File: config.mk
export PLATFORM = sky130hd
export DESIGN_NAME = data_line_sched
export DESIGN_NICKNAME = d
export VERILOG_FILES = /design/src/rtl/data_line_sched.sv
export SDC_FILE = /design/constraint.sdc
export NUM_CORES = 1
export LEC_CHECK = 0
export ABC_AREA = 1
export BUFFER_PORTS_ARGS = -buffer_cell sky130_fd_sc_hd__clkbuf_2
export CAP_MARGIN = 20
export CORE_AREA = 5 5 379 381
export DETAILED_ROUTE_END_ITERATION = 16
export DIE_AREA = 0 0 384 386
export PLACE_DENSITY = 0.3
export SLEW_MARGIN = 0
export SYNTH_ARGS = -nofsm -noshare
export SYNTH_HDL_FRONTEND = slang
export SYNTH_SLANG_ARGS = --single-unit
File: constraint.sdc
create_clock -name clk -period 1.8 [get_ports clk]
set_input_delay 0.45 -clock clk [delete_from_list [all_inputs] [get_ports clk]]
set_output_delay 0.45 -clock clk [all_outputs]
set_load 0.01 [all_outputs]
File: src/rtl/data_line_sched.sv
// data_line_sched: shares one cache data array between CPU stores, burst line fills and
// burst writeback reads, converting memory beats to and from full-line array accesses.
module data_line_sched #(
  parameter int s_offset = 5,
  parameter int s_index  = 3,
  parameter int s_beat   = 64
) (
  input  logic                       clk,
  input  logic                       rst,
  input  logic                       st_req,
  input  logic [s_index-1:0]         st_index,
  input  logic [(1<<s_offset)-1:0]   st_mask,
  input  logic [(8<<s_offset)-1:0]   st_data,
  output logic                       st_ack,
  input  logic                       fill_start,
  input  logic [s_index-1:0]         fill_index,
  input  logic                       fill_beat_valid,
  input  logic [s_beat-1:0]          fill_beat_data,
  output logic                       fill_beat_ready,
  output logic                       fill_done,
  input  logic                       wb_start,
  input  logic [s_index-1:0]         wb_index,
  output logic                       wb_beat_valid,
  output logic [s_beat-1:0]          wb_beat_data,
  input  logic                       wb_beat_ready,
  output logic                       wb_done,
  output logic                       arr_read,
  output logic                       arr_load,
  output logic [(1<<s_offset)-1:0]   arr_write_en,
  output logic [s_index-1:0]         arr_rindex,
  output logic [s_index-1:0]         arr_windex,
  output logic [(8<<s_offset)-1:0]   arr_datain,
  input  logic [(8<<s_offset)-1:0]   arr_dataout,
  output logic                       busy
);
  localparam int lw = 8 << s_offset;
  localparam int mw = 1 << s_offset;
  localparam int nb = lw / s_beat;
  localparam int cw = (nb > 1) ? $clog2(nb) : 1;
  localparam int bb = s_beat / 8;
  localparam logic [mw-1:0] beat_mask = mw'({bb{1'b1}});
  typedef enum logic [2:0] {IDLE, FILL, WB_RD, WB_CAP, WB_SEND} state_t;
  state_t state_q, state_d;
  logic [cw-1:0] cnt_q, cnt_d;
  logic [s_index-1:0] idx_q, idx_d;
  logic [lw-1:0] wbuf_q, wbuf_d;
  logic fill_done_q, fill_done_d, wb_done_q, wb_done_d;
  logic fill_acc, wb_acc, last, st_ok;
  assign last     = cnt_q == cw'(nb - 1);
  assign fill_acc = state_q == FILL && fill_beat_valid;
  assign wb_acc   = state_q == WB_SEND && wb_beat_ready;
  // a start pulse in IDLE claims the array ahead of a store; during a fill only beat-free
  // cycles to a different set may carry a store
  assign st_ok = rst && st_req &&
                 ((state_q == IDLE && !wb_start && !fill_start) ||
                  (state_q == FILL && !fill_beat_valid && st_index != idx_q));
  assign st_ack          = st_ok;
  assign fill_beat_ready = state_q == FILL;
  assign fill_done       = fill_done_q;
  assign wb_done         = wb_done_q;
  assign busy            = state_q != IDLE;
  assign arr_load        = fill_acc || st_ok;
  assign arr_windex      = fill_acc ? idx_q : st_ok ? st_index : '0;
  assign arr_write_en    = fill_acc ? beat_mask << (bb * cnt_q) : st_ok ? st_mask : '0;
  assign arr_datain      = fill_acc ? {nb{fill_beat_data}} : st_ok ? st_data : '0;
  assign arr_read        = state_q == WB_RD;
  assign arr_rindex      = arr_read ? idx_q : '0;
  assign wb_beat_valid   = state_q == WB_SEND;
  assign wb_beat_data    = wb_beat_valid ? wbuf_q[s_beat * cnt_q +: s_beat] : '0;
  always_comb begin
    state_d     = state_q;
    cnt_d       = cnt_q;
    idx_d       = idx_q;
    wbuf_d      = wbuf_q;
    fill_done_d = 1'b0;
    wb_done_d   = 1'b0;
    case (state_q)
      IDLE: begin
        if (wb_start) begin
          idx_d   = wb_index;
          state_d = WB_RD;
        end else if (fill_start) begin
          idx_d   = fill_index;
          state_d = FILL;
        end
      end
      FILL: begin
        if (fill_acc) begin
          cnt_d       = last ? '0 : cnt_q + cw'(1);
          state_d     = last ? IDLE : FILL;
          fill_done_d = last;
        end
      end
      WB_RD:  state_d = WB_CAP;
      WB_CAP: begin
        wbuf_d  = arr_dataout;
        state_d = WB_SEND;
      end
      WB_SEND: begin
        if (wb_acc) begin
          cnt_d     = last ? '0 : cnt_q + cw'(1);
          state_d   = last ? IDLE : WB_SEND;
          wb_done_d = last;
        end
      end
      default: state_d = IDLE;
    endcase
  end
  always_ff @(posedge clk or negedge rst) begin
    if (!rst) begin
      state_q     <= IDLE;
      cnt_q       <= '0;
      idx_q       <= '0;
      wbuf_q      <= '0;
      fill_done_q <= 1'b0;
      wb_done_q   <= 1'b0;
    end else begin
      state_q     <= state_d;
      cnt_q       <= cnt_d;
      idx_q       <= idx_d;
      wbuf_q      <= wbuf_d;
      fill_done_q <= fill_done_d;
      wb_done_q   <= wb_done_d;
    end
  end
endmodule

# [After elaboration in Yosys (flattened, before gate mapping)]
# Index checks and enable logic that the tools add are counted.
[totals] inputBits=624 regBits=266
[op_classes] n_reduce_logical=20 mux=25 n_addsub=1 n_eq_ne=9 n_shift=2
[op_table] op="two-way mux 256 bit" n=2
[op_table] op="variable part select 256 x 9 -> 64 bit" n=1
[op_table] op="two-way mux 32 bit" n=2
[op_table] op="two-way mux 64 bit" n=1
[op_table] op="<< shifter 8 x 5 -> 32 bit, first input constant" n=1
[op_table] op="two-way mux 3 bit" n=10
[op_table] op="case mux 3 bit (5 select lines)" n=1
[op_table] op="logical AND 1 bit" n=8
[op_table] op="== test 3 x 2 -> 1 bit, second input constant" n=2
[op_table] op="two-way mux 2 bit" n=3
[op_table] op="AND reduction 3 bit" n=2
[op_table] op="two-way mux 1 bit" n=5
[op_table] op="inequality test 2 x 1 -> 1 bit, second input constant" n=2
[op_table] op="case mux 2 bit (2 select lines)" n=1
[op_table] op="nonzero test 2 bit" n=2
[op_table] op="== test 3 x 1 -> 1 bit, second input constant" n=1
[op_table] op="== test 3 bit, second input constant" n=1
[op_table] op="logical NOT 1 bit" n=3
[op_table] op="logical NOT 3 bit" n=1
[op_table] op="inequality test 3 bit" n=1
[op_table] op="inequality test 3 bit, second input constant" n=1
[op_table] op="nonzero test 3 bit" n=1
[op_table] op="adder 2 x 1 -> 2 bit, second input constant" n=1
[op_table] op="== test 2 bit, second input constant" n=1
[op_table] op="2 further kinds" n=3

# [Depth between registers and ports, before layout]
# Gate-level depths: netlist of the first run.
[logic_depth] depth_word=7 ltp_mapped=10 mapped_depth_nobuf=8

# [Worst setup path before layout of the first run]
# OpenSTA, ideal clock, no wires.
[synth_timing] path_kind="reg-to-output" start="register state_q[2]" end="output port arr_datain[165]" t_arrival_ns=1.390 path_stages_with_launch=10 path_buffers=2 slack_ns=-0.040 cell_sequence="dfrtp_1 -> nor2_4 -> nand2_2 -> inv_2 -> nand3_2 -> nand2_2 -> buf_6 -> buf_6 -> nand3_2 -> nand2_1"
[synth_between] elab_chain_cells=7 elab_cells_between_ends=11
[synth_lines] item="from (decl)" line="43" text="state_t state_q, state_d;"
[synth_lines] item="from (signal assigned)" line="118" text="state_q <= state_d;"
[synth_lines] item="== test 3 x 1 -> 1 bit / logical NOT 3 bit (equally long branches)" line="50, 56, 55"
[synth_lines] item="logical AND 1 bit, on equally long branches (2 in a row)" line="56, 55"
[synth_lines] item="logical OR 1 bit" line="55" text="((state_q == IDLE && !wb_start && !fill_start) ||"
[synth_lines] item="logical AND 1 bit" line="54" text="assign st_ok = rst && st_req &&"
[synth_lines] item="two-way mux 256 bit" line="65" text="assign arr_datain = fill_acc ? {nb{fill_beat_data}} : st_ok ? st_data : '0;"
[synth_lines] item="two-way mux 256 bit *" line="65"
[synth_lines] item="to (decl)" line="32" text="output logic [(8<<s_offset)-1:0] arr_datain,"
# Every way passes the cells marked *; elsewhere a longest branch is shown, timed or not.

# [Worst setup path in the final report of the first run]
[layout_timing] start="register state_q[1]" end="output port arr_write_en[20]"
[layout_between] elab_chain_cells=7 elab_cells_between_ends=11
[layout_lines] item="== test 3 x 1 -> 1 bit / logical NOT 3 bit (equally long branches)" line="50, 56, 55"
[layout_lines] item="logical AND 1 bit, on equally long branches (2 in a row)" line="56, 55"
[layout_lines] item="logical OR 1 bit" line="55"
[layout_lines] item="logical AND 1 bit" line="54"
[layout_lines] item="two-way mux 32 bit" line="64" text="assign arr_write_en = fill_acc ? beat_mask << (bb * cnt_q) : st_ok ? st_mask : '0;"
[layout_lines] item="two-way mux 32 bit *" line="64"
[layout_lines] item="to (decl)" line="29" text="output logic [(1<<s_offset)-1:0] arr_write_en,"
# Marks and branches as above.

==> results.yml, run 1 <==
die:
  die_w_um: 384
  row_count: 138
  dieHeight_um: 386
  start_util_pct: 11.18
  io_pins: 990
  core_area_mm2: 0.1402
  die_area_mm2: 0.1482
placed_design:
  globalplace.congestion: 0.9214
  place_inst: 4807
  port_buffers: 989
  hpwl_mm: 110.1
grt:
  grt_max_degree: 84
  gr-total-overflow: 0
  grt_util_all_layers_pct: 16.72
  grt_pass1_wl_mm: 171.6
  grt_pass1_vias: 19677
  antenna_found_initial: 89
sta:
  drv_slew: 0
  period_minus_slack_ns: 2.810
  setup_violations: 364
  relSlewSlack_pct: 48.55
  fin_crit_sh_pct: 156.1
  timing.final.ws_setup_ns: -1.010
  rsz0062_at_grt: "yes"
  setup_tns_ns: -323.20
  finalClockSkew_ns: 0.01443
  fmax_mhz: 355.8
  worst_slew_pin_slew_ns: 0.7718
  hold_viol: 0
finish:
  multiInputGateArea_mm2: 0.01217
  fill_cells: 15467
  area_delta_synth_final_pct: 120.4
  drive_above_1_share_pct: 78.12
  nets: 3729
  layout.cells.non_filler: 5047
  final-seq-area_mm2: 0.006664
drt:
  drc: 0
  first_iter_violations: 675
  postRouteAntennaNets: 0
  wl_per_cell_um: 27.23
  vias: 19277
  via_per_inst: 3.819
  firstDrtPassIters: 5
  drt-total-wl_mm: 137.4
hold_path:
  min_path_type: "in2reg"
synthesis:
  synth_top_area_share_pct: 42.48
  synth_nets: 2485
  synth_compound_area_share_pct: 6.580
  synth_fa_ha_area_share_pct: 0.3194
  synth_top_family_by_area: "simple AND/OR/NAND/NOR gates"
  syn_area_mm2: 0.01567
  synth-seq-cells: 266
  syn_area_per_cell_um2: 8.438
  yosysWarnings: 0
  synth_ff_type: "dfrtp_1"
  synth.distinct_cells: 24
  synthCells: 1857
  yosysSeqAreaShare_pct: 42.48
  synth_edf_count: 0
  synth.area.top_cells: "dfrtp_1, mux2_2, nand2_1, nand3_1, nor2_1"
  synth-async-reset-ratio_pct: 100.0
  synth.mux.area_fraction_pct: 18.40
  synthXorXnorAreaFrac_pct: 0
  synthSimpleGateAreaFrac_pct: 25.83
  yosysTopAreaCell: "dfrtp_1"
outcome:
  status: "complete, but fails checks"
  violations: "negative setup slack"
cts:
  cts-root-buf: "clkbuf_16"
  clkLatencyLatePin_ns: 0.53
  cts_tree: "done"
  htree_levels: 2
  cts_buffers: 35
  cts.sinks: 266
  clockBufferDepth: 3
  path_clk_slew_ns: 0.06
setup_path:
  path_max_fanout: 8
  critPathRequiredTime_ns: 1.35
  endpoint_kind: "output pin"
  crit_type: "reg2out"
  worstSetupStartpointType: "register"
  worstPathArrival_ns: 2.36
power:
  p_per_area_mw_per_mm2: 1488
  vdd_ir_drop_max_uv: 834.8
  leakagePower_nw: 15.74
run:
  maxCapViolCount: 0
## layer usage
layer / wire [um] / track usage [%] / share of wire (%)
met1: 45400 / 16.10 / 33
met2: 78210 / 33.55 / 57
met3: 9080 / 4.951 / 6.6
met4: 4708 / 5.445 / 3.4
met5: 46 / 0 / 0.033
## area by class of cell
type,instances,area share (%)
antenna,31,0.2246
tap,1890,6.847
sequential,266,19.29
inverter,25,0.4057
clock buffer,49,3.072
timing repair buffer,1354,34.21
multi-input combinational,1419,35.23
clock inverter,13,0.7137
## power by group
part           internal (mW)  switching, mW  leakage, nW
clock network           5.11           2.93        0.643
registers               9.11           2.19         3.11
logic                   16.7           15.3         12.0
## kinds of logic after synthesis
family | after synthesis
simple gates | 954
flops | 266
mux | 256
compound gates | 204
buf+inv | 173
fa+ha+maj | 4
## cells in the mapped netlist (2+ instances only)
library cell  count
nand2_1         384
nand3_1         287
dfrtp_1         266
nor2_1          262
mux2_2          256
o21ai_0         135
a21oi_1          65
clkbuf_1         45
buf_6            30
buf_2            29
inv_1            23
buf_1            22
buf_4            21
nand3_2          11
ha_1              4
o211ai_1          4
or2_2             3
inv_2             2
nand2_2           2
nor2_4            2
## sequential cells by signal, summed over array words and instances (netlist names)
name       count
idx_q          3
fill_done      1
cnt_q          2
wbuf_q       256
wb_done        1
state_q        3
## critical path, cell delays in order, from the launching register on
cell	delay (ns)
dfrtp_1	0.41
nor2_4	0.18
nand2_4	0.08
inv_4	0.06
nand3_4	0.17
nand2_8	0.20
buf_16	0.19
buf_12	0.14
buf_6	0.10
nand3_2	0.05
nand2_1	0.06
buf_2	0.13
## timing repair
item	in CTS	in global routing
hold buffers	1	0
gates cloned	13	30
buffers inserted	20	98
resized for setup	296	1526
pin swaps	13	201
endpoints found under the hold margin	1	0
setup endpoints to repair	366	424
## through the flow
stage | power (mW) | hold slack, ns | utilization [%] | setup WS, ns | instance area [um2]
after floorplan | 21.66 | 0.1544 | - | -0.01609 | 16290
after global placement | 31.53 | 0.4786 | 17.91 | -0.7855 | 25110
after detailed placement | 31.61 | 0.4813 | 17.91 | -0.7576 | 25110
after CTS | 42.99 | 0.07962 | 20.26 | -1.103 | 28400
after global routing | 54.54 | 0.09676 | 24.61 | -1.126 | 34510
final | 51.39 | 0.1377 | 24.63 | -1.010 | 34540
## cells in the final DEF, fill, tap and decap left out, types with 73 or more instances in the layout
cell and count:
dfrtp_1 264, nor2_4 73, clkbuf_2 655, buf_12 93
buf_6 238, mux2_2 256, nand3_2 140, buf_4 160
buf_8 76, nor2_1 139, nand3_4 109, nand2_2 261
o21ai_1 75
## final timing paths
| path | slack, ns | endpoint | start | cells after the start |
|---|---|---|---|---|
| setup / recovery | -1.01 | arr_write_en[20] | state_q[1] | 11 |
| hold / removal | 0.14 | wbuf_q[9] | arr_dataout[9] | 2 |
| setup reg to reg | 0.02 | state_q[0] | state_q[1] | 12 |
| hold reg to reg | 0.50 | wbuf_q[250] | wbuf_q[250] | 1 |
| max in group asynchronous | 0.28 | wbuf_q[245] | rst | 4 |
| min in group asynchronous | 0.54 | wbuf_q[2] | rst | 3 |
Note: power is estimated with default switching activity, not from simulation.
==> inputs of run 2 (changes only) <==
- BUFFER_PORTS_ARGS: -buffer_cell sky130_fd_sc_hd__clkbuf_2 -> unset
- CORE_AREA: 5 5 379 381 -> 5 5 383 385
- DIE_AREA: 0 0 384 386 -> 0 0 388 390
- DONT_BUFFER_PORTS: unset -> 1
- REMOVE_ABC_BUFFERS: unset -> 1
==> results.yml, run 2 (synthesis results as in run 1) <==
outcome:
  status: "complete, but fails checks"
  violations: "negative hold slack, negative setup slack"
placed_design:
  placed_area_mm2: 0.01960
  place_ws_ns: -0.5439
  globalplace.congestion: 1.015
  hpwl_mm: 95.33
  port_buffers: 0
power:
  vdd_ir_drop_max_uv: 905.5
  power_mw: 38.94
  p_per_area_mw_per_mm2: 1514
  leakagePower_nw: 10.84
cts:
  htree_levels: 2
  clockBufferDepth: 3
  cts-root-buf: "clkbuf_16"
  clkLatencyLatePin_ns: 0.55
  postCtsHoldBufs: 208
  cts_tree: "done"
  cts.sinks: 266
  path_clk_slew_ns: 0.06
  cts_buffers: 35
die:
  die_w_um: 388
  die_area_mm2: 0.1513
  row_count: 139
  start_util_pct: 10.97
  dieHeight_um: 390
  io_pins: 990
  core_area_mm2: 0.1428
setup_path:
  reg2reg_from: "state_q[2]"
  path_max_fanout: 8
  endpoint_kind: "output pin"
  reg2reg_depth: 6
  crit_start: "state_q[2]"
  critPathRequiredTime_ns: 1.35
  worstSetupEndpoint: "arr_datain[143]"
  crit_type: "reg2out"
  worstPathArrival_ns: 2.24
  reg2reg_setup_slack_ns: -0.26
  r2r_end: "wbuf_q[149]"
  worstSetupStartpointType: "register"
grt:
  grt_pass1_wl_mm: 154.4
  antenna_found_initial: 93
  grt_util_met1_pct: 14.49
  gr-total-overflow: 0
  use_met3_pct: 5.819
  grt_busiest_layer: "met2"
  grt_util_met2_pct: 27.20
  grt_max_degree: 268
  grt_util_all_layers_pct: 14.67
  grt_pass1_vias: 16639
sta:
  period_minus_slack_ns: 2.686
  setup_tns_ns: -295.02
  hold_slack_ns: -0.3977
  timing.final.ws_setup_ns: -0.8861
  fmax_mhz: 372.3
  drv_slew: 0
  relSlewSlack_pct: 49.39
  worst_slew_pin_slew_ns: 0.7592
  setup_violations: 445
  hold_viol: 266
  rsz0062_at_grt: "yes"
  finalClockSkew_ns: 0.01485
  fin_crit_sh_pct: 149.2
drt:
  first_iter_violations: 738
  via_per_inst: 3.760
  wl_per_cell_um: 27.86
  drc: 0
  vias: 15930
  postRouteAntennaNets: 0
  firstDrtPassIters: 6
  drt-total-wl_mm: 118.0
run:
  maxCapViolCount: 0
finish:
  top_regs: "wbuf_q (256), idx_q (3), state_q (3)"
  fill_cells: 16023
  top_register: "wbuf_q"
  layout_common_cells: "dfrtp_1, nor2_1, mux2_2"
  nets: 2882
  largest_reg_flops: 256
  design_area_mm2: 0.02573
  drive_above_1_share_pct: 44.04
  area_delta_synth_final_pct: 64.19
  final_common_cell: "dfrtp_1"
hold_path:
  min_path_type: "in2async"
[run 2: how the worst min path moves through the flow]
stage / depth (start not counted) / slack, ns / endpoint
after global placement: 0 / 0.16 / wbuf_q[204]
final: 0 / -0.40 / wbuf_q[204]
after global routing: 0 / -0.45 / wbuf_q[9]
after floorplan: 0 / 0.15 / cnt_q[0]
after detailed placement: 0 / 0.16 / wbuf_q[204]
after CTS: 0 / -0.47 / wbuf_q[217]
[run 2: per-stage QoR]
| step | utilization (%) | std cells | hold slack, ns |
|---|---|---|---|
| 4_1_cts | 17.18 | 4168 | -0.4709 |
| 3_5_place_dp | 13.73 | 3868 | 0.1636 |
| 6_report | 18.02 | 4237 | -0.3977 |
| 3_3_place_gp | 13.73 | 3868 | 0.1640 |
| 5_1_grt | 18.00 | 4228 | -0.4486 |
| 2_1_floorplan | - | 1709 | 0.1544 |
[run 2: timing repair]
action	CTS	global route
pin swaps	23	31
setup endpoints to repair	438	583
gates resized for setup	325	215
gates cloned	11	7
setup buffers	20	11
hold endpoints to repair	474	266
[run 2: cell type report]
class / count / area [um2] / area share, %
Sequential cell: 266 / 6664 / 25.90
Inverter: 25 / 110.1 / 0.4280
Tap cell: 1903 / 2381 / 9.255
Antenna cell: 54 / 135.1 / 0.5253
Multi-Input combinational cell: 1418 / 9733 / 37.83
Timing Repair Buffer: 508 / 5485 / 21.32
Clock buffer: 54 / 1057 / 4.110
Clock inverter: 9 / 160.2 / 0.6225
[run 2: worst max-delay path, stage by stage (launching register included)]
cell and delay [ns]:
dfrtp_1 0.40, nor2_4 0.15, nand2_4 0.08, nor2_4 0.12
nand2_4 0.08, nand2_8 0.10, buf_16 0.16, buf_4 0.17
clkbuf_16 0.16, nand3_1 0.11, nand2_2 0.11
[run 2: metal layers]
layer / share of wire, % / up-vias
met5: 0.17 / -
met4: 4.3 / 32
met3: 9.1 / 212
met2: 53 / 741
met1: 34 / 7822
li1: - / 7123
[run 2: power breakdown]
group          internal, mW  total, mW  switching [mW]
registers              9.10       10.9            1.75
logic                  9.63       20.6            11.0
clock network          4.50       7.50            2.99
total                  23.2       38.9            15.7
==> inputs of run 3 (changes only) <==
- CORE_AREA: 5 5 383 385 -> 5 5 387 389
- DIE_AREA: 0 0 388 390 -> 0 0 392 394
- clock period: 1.8 -> 2.8 ns (I/O delays scaled with it)
==> results.yml, run 3 (synthesis results as in run 1) <==
setup_path:
  cp_top_family: "simple AND/OR/NAND/NOR gates"
  worst-path-buf-inv: 2
  critPathRequiredTime_ns: 2.10
  crit_slowest_cell: "dfrtp_1"
  reg2reg_from: "state_q[2]"
  worstSetupStartpointType: "register"
  path_max_fanout: 8
  worstPathArrival_ns: 2.39
  reg2reg_setup_slack_ns: 0.76
  critPathMaxStageDelay_ns: 0.40
  reg2reg_depth: 4
  endpoint_kind: "output pin"
  cp_cell_sequence: "nor2_4 > nand2_4 > nor2_4 > nand2_8 > nand2_8 > buf_12 > clkbuf_16 > nand3_2 > nand2_4"
  crit_type: "reg2out"
  r2r_end: "wbuf_q[67]"
run:
  maxCapViolCount: 0
placed_design:
  place_ws_ns: -0.02336
  globalplace.congestion: 0.9821
  place_inst: 3797
  port_buffers: 0
  placed_area_mm2: 0.01880
  hpwl_mm: 95.06
cts:
  htree_levels: 2
  clkLatencyLatePin_ns: 0.57
  cts_tree: "done"
  cts_buffers: 35
  clockBufferDepth: 3
  path_clk_slew_ns: 0.06
  cts-root-buf: "clkbuf_16"
  cts.sinks: 266
power:
  switching_share_pct: 41.19
  power_mw: 26.24
  seqPwrFrac_pct: 26.7
  p_comb_share_pct: 54.8
  leakagePower_nw: 10.04
  internal_power_mw: 15.43
  clock_power_share_pct: 18.6
  power_switching_mw: 10.81
  vdd_ir_drop_max_uv: 449.3
  p_per_area_mw_per_mm2: 1073
drt:
  postRouteAntennaNets: 0
  wl_per_cell_um: 31.02
  via_per_inst: 3.851
  vias: 15527
  drc: 0
  first_iter_violations: 775
  drt-total-wl_mm: 125.1
  firstDrtPassIters: 5
outcome:
  violations: "negative hold slack, negative setup slack"
  status: "complete, but fails checks"
sta:
  worst_slew_pin_slew_ns: 0.7220
  hold_slack_ns: -0.1678
  finalClockSkew_ns: 0.02971
  setup_violations: 345
  hold_viol: 266
  timing.final.ws_setup_ns: -0.2922
  setup_tns_ns: -62.76
  relSlewSlack_pct: 51.87
  period_minus_slack_ns: 3.092
  drv_slew: 0
  rsz0062_at_grt: "yes"
  fin_crit_sh_pct: 110.4
  fmax_mhz: 323.4
die:
  die_area_mm2: 0.1544
  core_area_mm2: 0.1464
  dieHeight_um: 394
  start_util_pct: 10.70
  die_w_um: 392
  io_pins: 990
  row_count: 141
finish:
  top_register: "wbuf_q"
  top_regs: "wbuf_q (256), idx_q (3), state_q (3)"
  area_delta_synth_final_pct: 56.03
  layout_common_cells: "dfrtp_1, mux2_2, nor2_1"
  design_area_mm2: 0.02445
  nets: 2632
  layout.cells.non_filler: 4032
  final_common_cell: "dfrtp_1"
  largest_reg_flops: 256
  drive_above_1_share_pct: 47.78
  final_util_pct: 16.70
grt:
  grt_pass1_wl_mm: 153.9
  antenna_found_initial: 120
  grt_pass1_vias: 15520
  grt_util_all_layers_pct: 14.75
  gr-total-overflow: 0
  grt_max_degree: 268
hold_path:
  min_path_type: "in2async"
run 3: worst max path at each step:
stage               slack, ns                to        start  cells past startpoint
floorplan               -5.72         wbuf_q[0]   state_q[2]                      3
global placement        -0.12   arr_write_en[3]          rst                      6
detailed placement      -0.02   arr_datain[254]  st_index[2]                     10
CTS                     -0.40  arr_write_en[17]   state_q[2]                      9
global route            -0.39   arr_write_en[1]   state_q[1]                      9
finish                  -0.29   arr_datain[167]   state_q[1]                      9
run 3: layout make-up:
| cell class | count | area [um2] |
|---|---|---|
| fill | 16473 | 122000 |
| multi-input combinational | 1422 | 10360 |
| sequential | 266 | 6666 |
| timing repair buffer | 254 | 3487 |
| tap | 1930 | 2415 |
| clock buffer | 53 | 1086 |
| antenna | 74 | 185.2 |
| clock inverter | 8 | 136.4 |
| inverter | 25 | 110.1 |
run 3: power by group through the flow:
stage | Combinational, mW | Sequential, mW | Clock (mW)
finish | 14.4 | 6.99 | 4.88
global route | 15.5 | 7.23 | 5.25
CTS | 12.1 | 7.02 | 5.11
detailed placement | 10.6 | 7.08 | 0
global placement | 10.6 | 7.05 | 0
floorplan | 6.51 | 6.76 | 0
run 3: per-layer routing:
layer	vias up	GRT usage (%)	routed length (um)
li1	6685	-	-
met1	7653	14.24	41070
met2	818	25.96	62930
met3	303	6.656	12720
met4	68	8.379	7933
met5	-	0	430
run 3: timing repair:
item | CTS | global route
pin swaps | 22 | 47
hold endpoints to repair | 266 | 266
cloned | 16 | 26
setup buffers | 21 | 42
resized for setup | 200 | 447
setup endpoints to repair | 357 | 357
